### config.mk
export PLATFORM = sky130hd
export DESIGN_NAME = cnt_gate_ctrl_flat
export DESIGN_NICKNAME = d
export VERILOG_FILES = /design/src/rtl/cnt_gate_ctrl_if.sv /design/src/rtl/cnt_gate_ctrl.sv /design/src/flat_wrapper.sv
export SDC_FILE = /design/constraint.sdc
export NUM_CORES = 1
export LEC_CHECK = 0
export ABC_CLOCK_PERIOD_IN_PS = 2260
export CORE_ASPECT_RATIO = 0.7
export CORE_UTILIZATION = 35
export CTS_CLUSTER_SIZE = 20
export DETAILED_ROUTE_END_ITERATION = 7
export HOLD_SLACK_MARGIN = 0.12
export PLACE_DENSITY = 0.64
export RECOVER_POWER = 100
export SYNTH_ARGS = -nofsm -noshare
export SYNTH_HDL_FRONTEND = slang
export SYNTH_SLANG_ARGS = --single-unit
### constraint.sdc
create_clock -name i_clk -period 2.26 [get_ports i_clk]
set_input_delay 0.452 -clock i_clk [delete_from_list [all_inputs] [get_ports i_clk]]
set_output_delay 0.452 -clock i_clk [all_outputs]
set_load 0.05 [all_outputs]
### src/rtl/cnt_gate_ctrl_if.sv
// Read-out port of cnt_gate_ctrl: one captured counter value per beat.
// Handshake: a beat moves on every rising clock edge where rd_valid and
// rd_ready are both high. While rd_valid is high and rd_ready is low,
// rd_ch and rd_data hold their values. The master never withdraws
// rd_valid without a handshake, except on abort or reset.
interface cnt_gate_ctrl_if #(
  parameter int NUM_CH    = 4,
  parameter int CNT_WIDTH = 8
);
  localparam int CH_W = (NUM_CH > 1) ? $clog2(NUM_CH) : 1;

  logic                 rd_valid;
  logic [CH_W-1:0]      rd_ch;
  logic [CNT_WIDTH-1:0] rd_data;
  logic                 rd_ready;

  modport master (output rd_valid, output rd_ch, output rd_data, input rd_ready);
  modport slave  (input rd_valid, input rd_ch, input rd_data, output rd_ready);
endinterface

### src/rtl/cnt_gate_ctrl.sv
// cnt_gate_ctrl: measurement sequencer for a bank of gated pulse counters.
// Sequence per measurement: CLEAR (1 cycle) -> GATE (gate_len cycles) ->
// SETTLE (SETTLE_CYC cycles, lets the counter input filters drain) ->
// CAPTURE (snapshot all channels) -> READOUT (masked channels, ascending).
// Optional build macro CNT_GATE_CTRL_AUTO_RESTART_EN: after the last read
// beat the sequencer loops straight back to CLEAR with the same settings
// instead of returning to IDLE.
// o_dbg_state exposes the FSM state encoding for observation.
module cnt_gate_ctrl #(
  parameter int NUM_CH     = 4,
  parameter int CNT_WIDTH  = 8,
  parameter int GATE_WIDTH = 16,
  parameter int SETTLE_CYC = 18
) (
  input  logic                        i_clk,
  input  logic                        i_rst_n,
  input  logic                        i_start,
  input  logic                        i_abort,
  input  logic [GATE_WIDTH-1:0]       i_gate_len,
  input  logic [NUM_CH-1:0]           i_ch_mask,
  input  logic [NUM_CH*CNT_WIDTH-1:0] i_cnt_val,
  output logic [NUM_CH-1:0]           o_cnt_rst,
  output logic [NUM_CH-1:0]           o_cnt_en,
  output logic                        o_busy,
  output logic                        o_done,
  output logic                        o_err,
  output logic [2:0]                  o_dbg_state,
  cnt_gate_ctrl_if.master             rd
);

  localparam int CH_W  = (NUM_CH > 1) ? $clog2(NUM_CH) : 1;
  localparam int SET_W = $clog2(SETTLE_CYC + 1);

  typedef enum logic [2:0] {
    S_IDLE    = 3'd0,
    S_CLEAR   = 3'd1,
    S_GATE    = 3'd2,
    S_SETTLE  = 3'd3,
    S_CAPTURE = 3'd4,
    S_READOUT = 3'd5
  } state_t;

  state_t                      r_state;
  logic [GATE_WIDTH-1:0]       r_len;
  logic [NUM_CH-1:0]           r_mask;
  logic [GATE_WIDTH-1:0]       r_gate_cnt;
  logic [SET_W-1:0]            r_settle_cnt;
  logic [NUM_CH*CNT_WIDTH-1:0] r_shadow;
  logic [NUM_CH-1:0]           r_cnt_rst;
  logic [NUM_CH-1:0]           r_cnt_en;
  logic                        r_busy;
  logic                        r_done;
  logic                        r_err;
  logic                        r_rd_valid;
  logic [CH_W-1:0]             r_rd_ch;
  logic [CNT_WIDTH-1:0]        r_rd_data;

  logic [CH_W-1:0]             w_first_ch;
  logic [CH_W-1:0]             w_next_ch;
  logic                        w_has_next;
  logic [CNT_WIDTH-1:0]        w_first_data;
  logic [CNT_WIDTH-1:0]        w_next_data;

  // Lowest selected channel, and the next selected channel above the one
  // currently presented (descending scan so the lowest match wins).
  always_comb begin
    w_first_ch = '0;
    w_next_ch  = '0;
    w_has_next = 1'b0;
    for (int i = NUM_CH - 1; i >= 0; i--) begin
      if (r_mask[i]) begin
        w_first_ch = CH_W'(i);
        if (i > int'(r_rd_ch)) begin
          w_next_ch  = CH_W'(i);
          w_has_next = 1'b1;
        end
      end
    end
  end

  // The first beat is taken from the live counter bus in the capture cycle,
  // which is the same value being written into the shadow registers.
  assign w_first_data = i_cnt_val[int'(w_first_ch)*CNT_WIDTH +: CNT_WIDTH];
  assign w_next_data  = r_shadow[int'(w_next_ch)*CNT_WIDTH +: CNT_WIDTH];

  // Measurement FSM with all outputs registered; abort overrides every state.
  always_ff @(posedge i_clk) begin
    if (!i_rst_n) begin
      r_state      <= S_IDLE;
      r_len        <= '0;
      r_mask       <= '0;
      r_gate_cnt   <= '0;
      r_settle_cnt <= '0;
      r_shadow     <= '0;
      r_cnt_rst    <= '0;
      r_cnt_en     <= '0;
      r_busy       <= 1'b0;
      r_done       <= 1'b0;
      r_err        <= 1'b0;
      r_rd_valid   <= 1'b0;
      r_rd_ch      <= '0;
      r_rd_data    <= '0;
    end else begin
      r_done <= 1'b0;
      r_err  <= 1'b0;
      if (i_abort && (r_state != S_IDLE)) begin
        r_state    <= S_IDLE;
        r_cnt_rst  <= '0;
        r_cnt_en   <= '0;
        r_rd_valid <= 1'b0;
        r_busy     <= 1'b0;
      end else begin
        case (r_state)
          S_IDLE: begin
            if (i_start) begin
              if ((i_gate_len == '0) || (i_ch_mask == '0)) begin
                r_err <= 1'b1;
              end else begin
                r_len     <= i_gate_len;
                r_mask    <= i_ch_mask;
                r_cnt_rst <= i_ch_mask;
                r_busy    <= 1'b1;
                r_state   <= S_CLEAR;
              end
            end
          end
          S_CLEAR: begin
            r_cnt_rst  <= '0;
            r_cnt_en   <= r_mask;
            r_gate_cnt <= r_len;
            r_state    <= S_GATE;
          end
          S_GATE: begin
            // Counter holds the remaining enable cycles including this one,
            // so a full-scale length never needs a wider counter.
            if (r_gate_cnt == GATE_WIDTH'(1)) begin
              r_cnt_en     <= '0;
              r_settle_cnt <= SET_W'(SETTLE_CYC);
              r_state      <= S_SETTLE;
            end else begin
              r_gate_cnt <= r_gate_cnt - GATE_WIDTH'(1);
            end
          end
          S_SETTLE: begin
            if (r_settle_cnt == SET_W'(1)) begin
              r_state <= S_CAPTURE;
            end else begin
              r_settle_cnt <= r_settle_cnt - SET_W'(1);
            end
          end
          S_CAPTURE: begin
            r_shadow   <= i_cnt_val;
            r_rd_valid <= 1'b1;
            r_rd_ch    <= w_first_ch;
            r_rd_data  <= w_first_data;
            r_state    <= S_READOUT;
          end
          S_READOUT: begin
            if (rd.rd_ready) begin
              if (w_has_next) begin
                r_rd_ch   <= w_next_ch;
                r_rd_data <= w_next_data;
              end else begin
                r_rd_valid <= 1'b0;
                r_done     <= 1'b1;
`ifdef CNT_GATE_CTRL_AUTO_RESTART_EN
                r_cnt_rst  <= r_mask;
                r_state    <= S_CLEAR;
`else
                r_busy     <= 1'b0;
                r_state    <= S_IDLE;
`endif
              end
            end
          end
          default: begin
            r_state <= S_IDLE;
          end
        endcase
      end
    end
  end

  assign o_cnt_rst   = r_cnt_rst;
  assign o_cnt_en    = r_cnt_en;
  assign o_busy      = r_busy;
  assign o_done      = r_done;
  assign o_err       = r_err;
  assign o_dbg_state = r_state;
  assign rd.rd_valid = r_rd_valid;
  assign rd.rd_ch    = r_rd_ch;
  assign rd.rd_data  = r_rd_data;

endmodule

### src/flat_wrapper.sv
// flat-port wrapper written by rule: the top's interface ports become plain ports
module cnt_gate_ctrl_flat 
#(
  parameter int NUM_CH     = 4,
  parameter int CNT_WIDTH  = 8,
  parameter int GATE_WIDTH = 16,
  parameter int SETTLE_CYC = 18
)
  (i_clk, i_rst_n, i_start, i_abort, i_gate_len, i_ch_mask, i_cnt_val, o_cnt_rst, o_cnt_en, o_busy, o_done, o_err, o_dbg_state, rd_rd_valid, rd_rd_ch, rd_rd_data, rd_rd_ready);
  cnt_gate_ctrl_if #(.NUM_CH(NUM_CH), .CNT_WIDTH(CNT_WIDTH)) rd_i ();
  input  logic i_clk;
  input  logic i_rst_n;
  input  logic i_start;
  input  logic i_abort;
  input  logic [GATE_WIDTH-1:0] i_gate_len;
  input  logic [NUM_CH-1:0] i_ch_mask;
  input  logic [NUM_CH*CNT_WIDTH-1:0] i_cnt_val;
  output logic [NUM_CH-1:0] o_cnt_rst;
  output logic [NUM_CH-1:0] o_cnt_en;
  output logic o_busy;
  output logic o_done;
  output logic o_err;
  output logic [2:0] o_dbg_state;
  output wire logic [$bits(rd_i.rd_valid)-1:0] rd_rd_valid;
  output wire logic [$bits(rd_i.rd_ch)-1:0] rd_rd_ch;
  output wire logic [$bits(rd_i.rd_data)-1:0] rd_rd_data;
  input wire logic [$bits(rd_i.rd_ready)-1:0] rd_rd_ready;
  assign rd_rd_valid = rd_i.rd_valid;
  assign rd_rd_ch = rd_i.rd_ch;
  assign rd_rd_data = rd_i.rd_data;
  assign rd_i.rd_ready = rd_rd_ready;
  cnt_gate_ctrl #(.NUM_CH(NUM_CH), .CNT_WIDTH(CNT_WIDTH), .GATE_WIDTH(GATE_WIDTH), .SETTLE_CYC(SETTLE_CYC)) u_core (.i_clk(i_clk), .i_rst_n(i_rst_n), .i_start(i_start), .i_abort(i_abort), .i_gate_len(i_gate_len), .i_ch_mask(i_ch_mask), .i_cnt_val(i_cnt_val), .o_cnt_rst(o_cnt_rst), .o_cnt_en(o_cnt_en), .o_busy(o_busy), .o_done(o_done), .o_err(o_err), .o_dbg_state(o_dbg_state), .rd(rd_i));
endmodule
==> results of run 1 <==
## cell usage in the layout, fill, tap and decap left out, drive strengths merged, types with 5 or more instances in the layout
cell,instances
nand2,149
dfxtp,98
a21oi,81
clkdlybuf4s50,54
nor2,35
buf,31
nand3,26
clkbuf,25
o21ai,24
dlygate4sd3,22
inv,21
a221oi,12
o211ai,11
nor3,11
a211oi,10
mux2i,10
a21boi,10
nand3b,9
nand2b,8
a211o,8
nor4,8
a22oi,7
a31oi,7
a21o,5
or2,5
## report_power, final
group,internal [W],total [W],switching (W)
Combinational,0.000919,0.00231,0.00139
Clock,0.000840,0.00151,0.000666
Sequential,0.00188,0.00207,0.000187
Total,0.00364,0.00589,0.00224
## metrics by stage
step / utilization / area, um^2 / setup WS, ns
after floorplan: - / 5060 / 0.141
after global placement: 0.448 / 6280 / 0.00113
after detailed placement: 0.448 / 6280 / -0.0947
after CTS: 0.469 / 6570 / 0.00768
after global routing: 0.465 / 6510 / 0.0258
final: 0.465 / 6510 / 0.160
## sequential cells by signal, indices dropped and copies added, names as in the netlist, 2 cells and up
name	cells
u_core.r_mask	4
u_core.r_gate_cnt	16
u_core.o_cnt_en	4
u_core.o_cnt_rst	4
u_core.r_settle_cnt	5
u_core.rd.rd_ch	2
u_core.rd.rd_data	8
u_core.r_shadow	32
u_core.o_dbg_state	3
u_core.r_len	16
## worst register-to-register path, stage by stage, from the launching register on
cell                      delay (ns)
sky130_fd_sc_hd__dfxtp_1        0.40
sky130_fd_sc_hd__ha_1           0.20
sky130_fd_sc_hd__nor4b_1        0.31
sky130_fd_sc_hd__nand4_2        0.22
sky130_fd_sc_hd__a32oi_1        0.36
sky130_fd_sc_hd__buf_12         0.22
sky130_fd_sc_hd__a21oi_1        0.06
sky130_fd_sc_hd__o221a_1        0.24
## routing by layer
metal	vias up	routed length [um]	track usage
met2	189	6280	0.289
li1	2511	-	-
met4	0	197	0.0696
met1	2465	7740	0.301
met3	23	1090	0.0602
met5	-	0	0
## layout make-up
class | instances | share of cell area
Clock buffer | 13 | 0.0415
Inverter | 20 | 0.0115
Multi-Input combinational cell | 493 | 0.433
Tap cell | 190 | 0.0365
Timing Repair Buffer | 119 | 0.173
Clock inverter | 3 | 0.00327
Sequential cell | 98 | 0.301
## path summary, 6_finish.rpt
| check | slack (ns) | startpoint | to | cells past startpoint |
|---|---|---|---|---|
| max | 0.16 | u_core.r_gate_cnt[0]$_SDFFE_PN0P_ | u_core.r_gate_cnt[5]$_SDFFE_PN0P_ | 7 |
| min | 0.46 | u_core.r_len[10]$_SDFFE_PN0P_ | u_core.r_len[10]$_SDFFE_PN0P_ | 2 |
| max reg2reg | 0.16 | u_core.r_gate_cnt[0]$_SDFFE_PN0P_ | u_core.r_gate_cnt[5]$_SDFFE_PN0P_ | 7 |
| min reg2reg | 0.46 | u_core.r_len[10]$_SDFFE_PN0P_ | u_core.r_len[10]$_SDFFE_PN0P_ | 2 |
## logic make-up (layout without fill, tap and decap cells)
kind of cell | after synthesis | after routing | share of synthesized area
muxes | 12 | 12 | 0.0287
and+or+nand+nor | 276 | 276 | 0.261
DFF | 98 | 98 | 0.388
buffers and inverters | 67 | 155 | 0.0534
adders and majority gates | 4 | 4 | 0.00989
AOI/OAI and AO/OA | 201 | 201 | 0.259
## cells in the mapped netlist, types with 4 or more instances
cell type,count
sky130_fd_sc_hd__a211o_1,8
sky130_fd_sc_hd__a211oi_1,10
sky130_fd_sc_hd__a21boi_0,6
sky130_fd_sc_hd__a21boi_1,4
sky130_fd_sc_hd__a21o_1,5
sky130_fd_sc_hd__a21oi_1,81
sky130_fd_sc_hd__a221oi_1,12
sky130_fd_sc_hd__a22oi_1,7
sky130_fd_sc_hd__a31oi_1,7
sky130_fd_sc_hd__buf_1,6
sky130_fd_sc_hd__buf_2,12
sky130_fd_sc_hd__clkbuf_1,28
sky130_fd_sc_hd__dfxtp_1,98
sky130_fd_sc_hd__ha_1,4
sky130_fd_sc_hd__inv_1,19
sky130_fd_sc_hd__mux2i_1,10
sky130_fd_sc_hd__nand2_1,149
sky130_fd_sc_hd__nand2b_1,8
sky130_fd_sc_hd__nand3_1,26
sky130_fd_sc_hd__nand3b_1,9
sky130_fd_sc_hd__nor2_1,35
sky130_fd_sc_hd__nor3_1,9
sky130_fd_sc_hd__nor4_1,5
sky130_fd_sc_hd__o211ai_1,11
sky130_fd_sc_hd__o21ai_0,12
sky130_fd_sc_hd__o21ai_1,12
sky130_fd_sc_hd__or2_2,4
==> results.txt, run 1 <==
The flow ran to the end, and the final reports show no timing, DRC or antenna violations. Buffers added to address setup during post-CTS repair amount to 0. The flop and latch count out of synthesis is 98.

Counting every sink on the clock net gives 98. The number of gates resized after CTS was 0. Summing over every cut layer, the via total after detailed routing is 5188.

The arrival time of data at the critical path endpoint is 2.34 ns. The count of synthesis-stage warnings from yosys is 0. sky130_fd_sc_hd__dfxtp_1 takes more of the synthesized area than any other cell.

Setup repair after global routing left no endpoint under its margin. The number of flops mapped to enable cells by yosys is 0. The most used flip-flop cell after synthesis is sky130_fd_sc_hd__dfxtp_1. The clock period minus final worst setup slack came out at 2.10 ns. Traced cell by cell, the critical path runs through ha_1 -> nor4b_1 -> nand4_2 -> a32oi_1 -> buf_12 -> a21oi_1 -> o221a_1. Summed over all cells, the static leakage comes to 2.32 nW. The total wire length after detailed routing came out at 15300 um.

The x dimension of the die came out at 146 um. The initial antenna violation count came out at 0. The total power after layout is 0.00589 W.

The post-route setup TNS is 0 ns. The data required time at the worst endpoint came out at 2.50 ns. VDD sags by at most 0.399 mV. The via count of the first global-routing pass came out at 4731. The die covers 14900 um^2. The area taken by flip-flops and latches came out at 1960 um^2.

After detailed routing, the number of remaining DRC violations is 0. The violation count after the first detailed-route iteration is 395. The number of inserted diodes came out at 0. The count of H-tree levels built during CTS is 3.

The number of buffer and inverter stages on the critical path came out at 1. The placeable core region came out at 14000 um^2. The cell at the slowest stage of the critical path is sky130_fd_sc_hd__dfxtp_1. The worst hold slack across all endpoints came out at 0.457 ns.

For this run, the register share of the synthesized area comes to 0.388. Summed over all nets, the half-perimeter wirelength after detailed placement is 11500 um. In the final layout, the share of cells above drive strength 1 is 0.0925. The max capacitance violation total came out at 0. Ranked by total cell area, the synthesized netlist is headed by sky130_fd_sc_hd__dfxtp_1, sky130_fd_sc_hd__nand2_1, sky130_fd_sc_hd__a21oi_1. The clock-pin slew on the worst setup and hold paths came out at 0.07 ns.

The cell class contributing the biggest share of worst-path delay is compound AO/OA/AOI/OAI gates. The portion of synthesized cell area occupied by the leading cell type came out at 0.388. The vertical extent of the die is 103 um.

The final-report max-slew violation count is 0. The share of flip-flops with an asynchronous set or reset after synthesis is 0. The largest stage delay on the critical path is 0.40 ns.

The number of hold-repair buffers added at the cts stage came out at 0. The post-detailed-route count of antenna-violating nets is 0. For this configuration, the core starts out at a cell density of 0.361. The mean post-synth cell area came out at 7.69 um^2. In this run the cell area of the synthesized design comes to 5060 um^2. In this run the clock root is driven by a sky130_fd_sc_hd__clkbuf_16. Counting distinct cell types in the post-synthesis netlist gives 68. The wire length of the first global-routing pass is 24500 um.

The min-delay analysis places its worst path in the category reg2reg. The max-slew headroom at the worst pin is 0.577. The buffer levels on the longest clock path came out at 2. After the last flow step, the layout net total stands at 802. The worst clock skew on the final layout is 0.00739 ns. The final weighted congestion in routability-driven placement came out at 0.859. The fill cell instance count of the final layout came out at 1397. For this run the aggregate overflow at the end of global routing stands at 0. After detailed placement, the design holds a cell count of 920. The total of endpoints with negative setup slack in the final report came out at 0. The worst setup path is launched from a flop. The number of hold violations in the final report is 0. The routed wirelength normalized by instance count is 16.3 um. The power per standard cell area is 904 nW/um^2.

The post-synthesis net count came out at 719. The total I/O pin count is 82. For this run, the detailed router's first-pass iteration total came to 5. The period utilization is 0.929. For the worst-skew pair, the clock arrives at the later sink with an insertion delay of 0.35 ns.

Excluding fillers, the count of instances in the completed layout stands at 936. Derived from the worst setup path, the maximum achievable clock frequency is 476 MHz. The aggregate global-route resource usage is 0.207. The floorplan has 36 rows. The instance count of the mapped netlist came out at 658. The transition time of the tightest slew-check pin came out at 0.635 ns. TritonCTS built the clock tree. During placement, the flow inserted port buffers numbering 81.

The pin count of the biggest net entering global routing came out at 33. From synthesis to final layout, the design area changed by 28.7%. The worst setup path is captured at a flop. The maximum fanout along the worst path is 32. The critical path is of the reg2reg type. The multi-input gate area in the final layout came out at 2820 um^2. Dividing the detail-routed via count by the number of cells gives 5.54. The number of clock buffers inserted by TritonCTS is 9.
Note: power is estimated with default switching activity, not from simulation.
==> run 2, diff against run 1 <==
--- a/config.mk
+++ b/config.mk
@@ -11,7 +11,6 @@
 export CTS_CLUSTER_SIZE = 20
 export DETAILED_ROUTE_END_ITERATION = 7
 export HOLD_SLACK_MARGIN = 0.12
-export PLACE_DENSITY = 0.64
 export RECOVER_POWER = 100
 export SYNTH_ARGS = -nofsm -noshare
 export SYNTH_HDL_FRONTEND = slang
==> run 2 against run 1 <==
Net effect:
- register-to-register slack hardly changed
- first-iteration DRC count is 3.8% higher
- final cell count is 0.11% higher
- final area hardly changed
- sequential power hardly changed
- critical path type is now reg2out
- highest routed layer unchanged
==> results.txt, run 2 (same netlist as run 1, synthesis figures left out) <==
The HPWL after detailed placement came out at 11500 um (-0.19%). The number of hold-repair buffers added at the cts stage is 0 (unchanged). The number of cells after detailed placement came out at 921 (+0.11%).

The number of inserted diodes is 0 (unchanged). The clock period minus final worst setup slack is 2.17 ns (+0.0684 ns). The aggregate global-route resource usage came to 0.206 (-0.00115). The count of cell instances traversed by the critical path is 1 (-6). The net load switching power came out at 0.00226 W (+0.73%). The count of clock tree sinks is 98 (unchanged). The total I/O pin count came to 82 (unchanged). The slowest stage of the critical path belongs to the cell sky130_fd_sc_hd__clkdlybuf4s50_1. The most critical setup path has its startpoint at u_core.o_dbg_state[1]$_SDFFE_PP0P_. The number of nets in the layout came out at 803 (+0.12%). The area of the die is 14900 um^2 (unchanged). The post-cts resize count was 0 (unchanged). The number of clock buffers inserted by TritonCTS is 9 (unchanged).

The final non-filler cell total was 937 (+0.11%). The iteration count of the initial detailed-routing pass was 6 (+1). The total wire length after detailed routing is 15300 um (+0.10%).

The post-CTS setup repair buffer count came to 0 (unchanged). The leakage power of the design is 2.33 nW (+0.26%). The number of buffer and inverter stages on the critical path is 1 (unchanged). The initial antenna violation count is 0 (unchanged).

The classification of the worst-slack hold path is reg2reg. The placed instance area is 6260 um^2 (-0.28%). The tree is rooted in a sky130_fd_sc_hd__clkbuf_16.

The port buffer count came to 81 (unchanged). The period utilization came out at 0.960 (+0.0302). The final design instance area without fill was 6510 um^2 (about the same). The maximum vdd ir drop came out at 0.418 mV (+4.9%). The count of H-tree levels built during CTS came out at 3 (unchanged). The critical path endpoint category is an output port. The buffer levels on the longest clock path is 2 (unchanged). The number of hold violations in the final report came out at 0 (unchanged). In this run the critical register-to-register path is captured at u_core.rd.rd_data[5]$_SDFFE_PN0P_. The total power after layout is 0.00586 W (-0.48%). The worst hold slack across all endpoints is 0.457 ns (-0.000622 ns). The largest stage delay on the critical path is 0.87 ns (+0.47 ns). The routed wirelength normalized by instance count is 16.3 um (about the same). The data required time at the worst endpoint came to 1.81 ns (-0.69 ns).

The post-placement worst setup slack is -0.0583 ns (+0.0364 ns). The critical path is of the reg2out type. The critical path ends at o_dbg_state[1]. The largest registers in the layout are u_core.r_shadow x32, u_core.r_gate_cnt x16, u_core.r_len x16.

The pin count of the biggest net entering global routing is 33 (unchanged). The total of endpoints with negative setup slack in the final report was 0 (unchanged). The worst setup path is launched from a flop. The residual DRC count came out at 0 (unchanged). The part of the total power dissipated in combinational logic is 0.399 (+0.006).

The power per standard cell area is 899 nW/um^2 (-0.52%). The via density per instance is 5.47 (-1.4%). The startpoint identified for the worst register-to-register timing path is u_core.rd.rd_ch[1]$_SDFFE_PN0P_. The transition time of the tightest slew-check pin is 0.696 ns (+0.0613 ns).

The final-report max-slew violation count came out at 0 (unchanged). The run finished with clean final reports. The wire length of the first global-routing pass is 24300 um (-0.76%). The total global routing overflow came to 0 (unchanged). The worst reg2reg path depth is 6 (-1). The share of total power in sequential cells was 0.351 (about the same). The site row count came to 36 (unchanged).

The final weighted congestion in routability-driven placement is 0.879 (+2.4%). The clock network latency to the later pin of the worst-skew pair is 0.35 ns (about the same). The cell internal power dissipation was 0.00360 W (-1.2%). The ratio of cells with drive above 1 in the final layout is 0.0991 (+0.00657). The switching power share of the total came out at 0.386 (+0.00466). The max-slew headroom at the worst pin came out at 0.536 (-0.0408). The area overhead of the layout relative to synthesis came out at 28.7% (about the same). The via count of the first global-routing pass is 4692 (-0.82%). The starting utilization of the core area came out at 0.361 (unchanged). The clock power share was 0.250 (-0.006). The worst path setup slack after routing is 0.0915 ns (-0.0684 ns). Setup repair after global routing left no endpoint under its margin. The arrival time of data at the critical path endpoint came to 1.72 ns (-0.62 ns). The register with the most flip-flops in the final layout is u_core.r_shadow. The max capacitance violation total is 0 (unchanged). The minimum setup slack among reg-to-reg paths is 0.16 ns (about the same). The worst clock skew on the final layout came out at 0.0106 ns (+0.00325 ns).

The clock-pin slew on the worst setup and hold paths is 0.07 ns (about the same). Grouping stages by cell kind, the critical path spends the most delay in buffers and inverters. The x dimension of the die was 146 um (unchanged). Walking the worst path, the cells encountered are clkdlybuf4s50_1. The placeable core region is 14000 um^2 (unchanged). In the layout the commonest cells are sky130_fd_sc_hd__nand2_1, sky130_fd_sc_hd__dfxtp_1, sky130_fd_sc_hd__a21oi_1, sky130_fd_sc_hd__clkdlybuf4s50_1, sky130_fd_sc_hd__nor2_1. TritonCTS built the clock tree. The post-detailed-route count of antenna-violating nets came out at 0 (unchanged). The violation count after the first detailed-route iteration was 410 (+3.8%). The maximum fanout along the worst path is 7 (-78%). The fmax came out at 461 MHz (-3.2%). The vertical extent of the die is 103 um (unchanged). The overall via count from detail_route came out at 5123 (-1.3%). The flip-flop count of the largest register, all copies and words added was 32 (unchanged).

The most common cell after layout, fill and taps aside is sky130_fd_sc_hd__nand2_1.
==> run 2: cell count changes in the layout (fill, tap and decap cells not counted), moves of 2 or more <==
cell	change
sky130_fd_sc_hd__clkbuf_8	-2
sky130_fd_sc_hd__buf_4	+4
sky130_fd_sc_hd__clkbuf_2	+2
sky130_fd_sc_hd__clkbuf_1	-3
sky130_fd_sc_hd__clkbuf_4	-2
sky130_fd_sc_hd__clkinv_4	+2
==> run 2: worst min-delay path by stage <==
stage | start | slack (ns) | cells past startpoint | endpoint
6_report | u_core.r_len[14]$_SDFFE_PN0P_ | 0.46 | 2 | u_core.r_len[14]$_SDFFE_PN0P_
4_1_cts | u_core.r_shadow[12]$_SDFFE_PN0P_ | 0.46 | 2 | u_core.r_shadow[12]$_SDFFE_PN0P_
3_5_place_dp | u_core.r_shadow[15]$_SDFFE_PN0P_ | 0.45 | 2 | u_core.r_shadow[15]$_SDFFE_PN0P_
2_1_floorplan | u_core.r_shadow[0]$_SDFFE_PN0P_ | 0.44 | 2 | u_core.r_shadow[0]$_SDFFE_PN0P_
3_3_place_gp | u_core.r_shadow[16]$_SDFFE_PN0P_ | 0.44 | 2 | u_core.r_shadow[16]$_SDFFE_PN0P_
5_1_grt | u_core.r_shadow[10]$_SDFFE_PN0P_ | 0.48 | 2 | u_core.r_shadow[10]$_SDFFE_PN0P_
==> run 2: power groups by stage <==
stage	combinational (W)	sequential, W	clock [W]
2_1_floorplan	0.00144	0.00216	0
3_3_place_gp	0.00232	0.00209	0
3_5_place_dp	0.00236	0.00209	0
4_1_cts	0.00237	0.00205	0.00148
5_1_grt	0.00255	0.00208	0.00155
6_report	0.00234	0.00206	0.00146
==> run 2: cell type report <==
cell class,count,area [um^2]
fillers,1367,7500
multi-input cells,493,2830
flip-flops and latches,98,1960
repair buffers,120,1130
clock buffers,11,243
well taps,190,238
inverters,20,75.1
clock inverters,5,38.8
==> run 2: layer usage <==
metal,track usage,wire length (um),vias to the layer above
met1,0.304,7510,2370
met2,0.305,6310,214
met4,0.0494,187,0
met5,0,0,-
met3,0.0434,1310,20
li1,-,-,2519
==> run 2: worst reg2reg max path, stage by stage, from the launching register on <==
cell,delay (ns)
sky130_fd_sc_hd__dfxtp_1,0.50
sky130_fd_sc_hd__buf_4,0.26
sky130_fd_sc_hd__inv_1,0.07
sky130_fd_sc_hd__a2bb2oi_2,0.34
sky130_fd_sc_hd__a31oi_1,0.08
sky130_fd_sc_hd__a221oi_1,0.51
sky130_fd_sc_hd__o211ai_1,0.19
==> run 2: through the flow <==
stage / setup TNS, ns / utilization
3_3_place_gp: 0 / 0.447
3_5_place_dp: -0.181 / 0.447
4_1_cts: 0 / 0.467
5_1_grt: 0 / 0.465
2_1_floorplan: 0 / -
6_report: 0 / 0.465
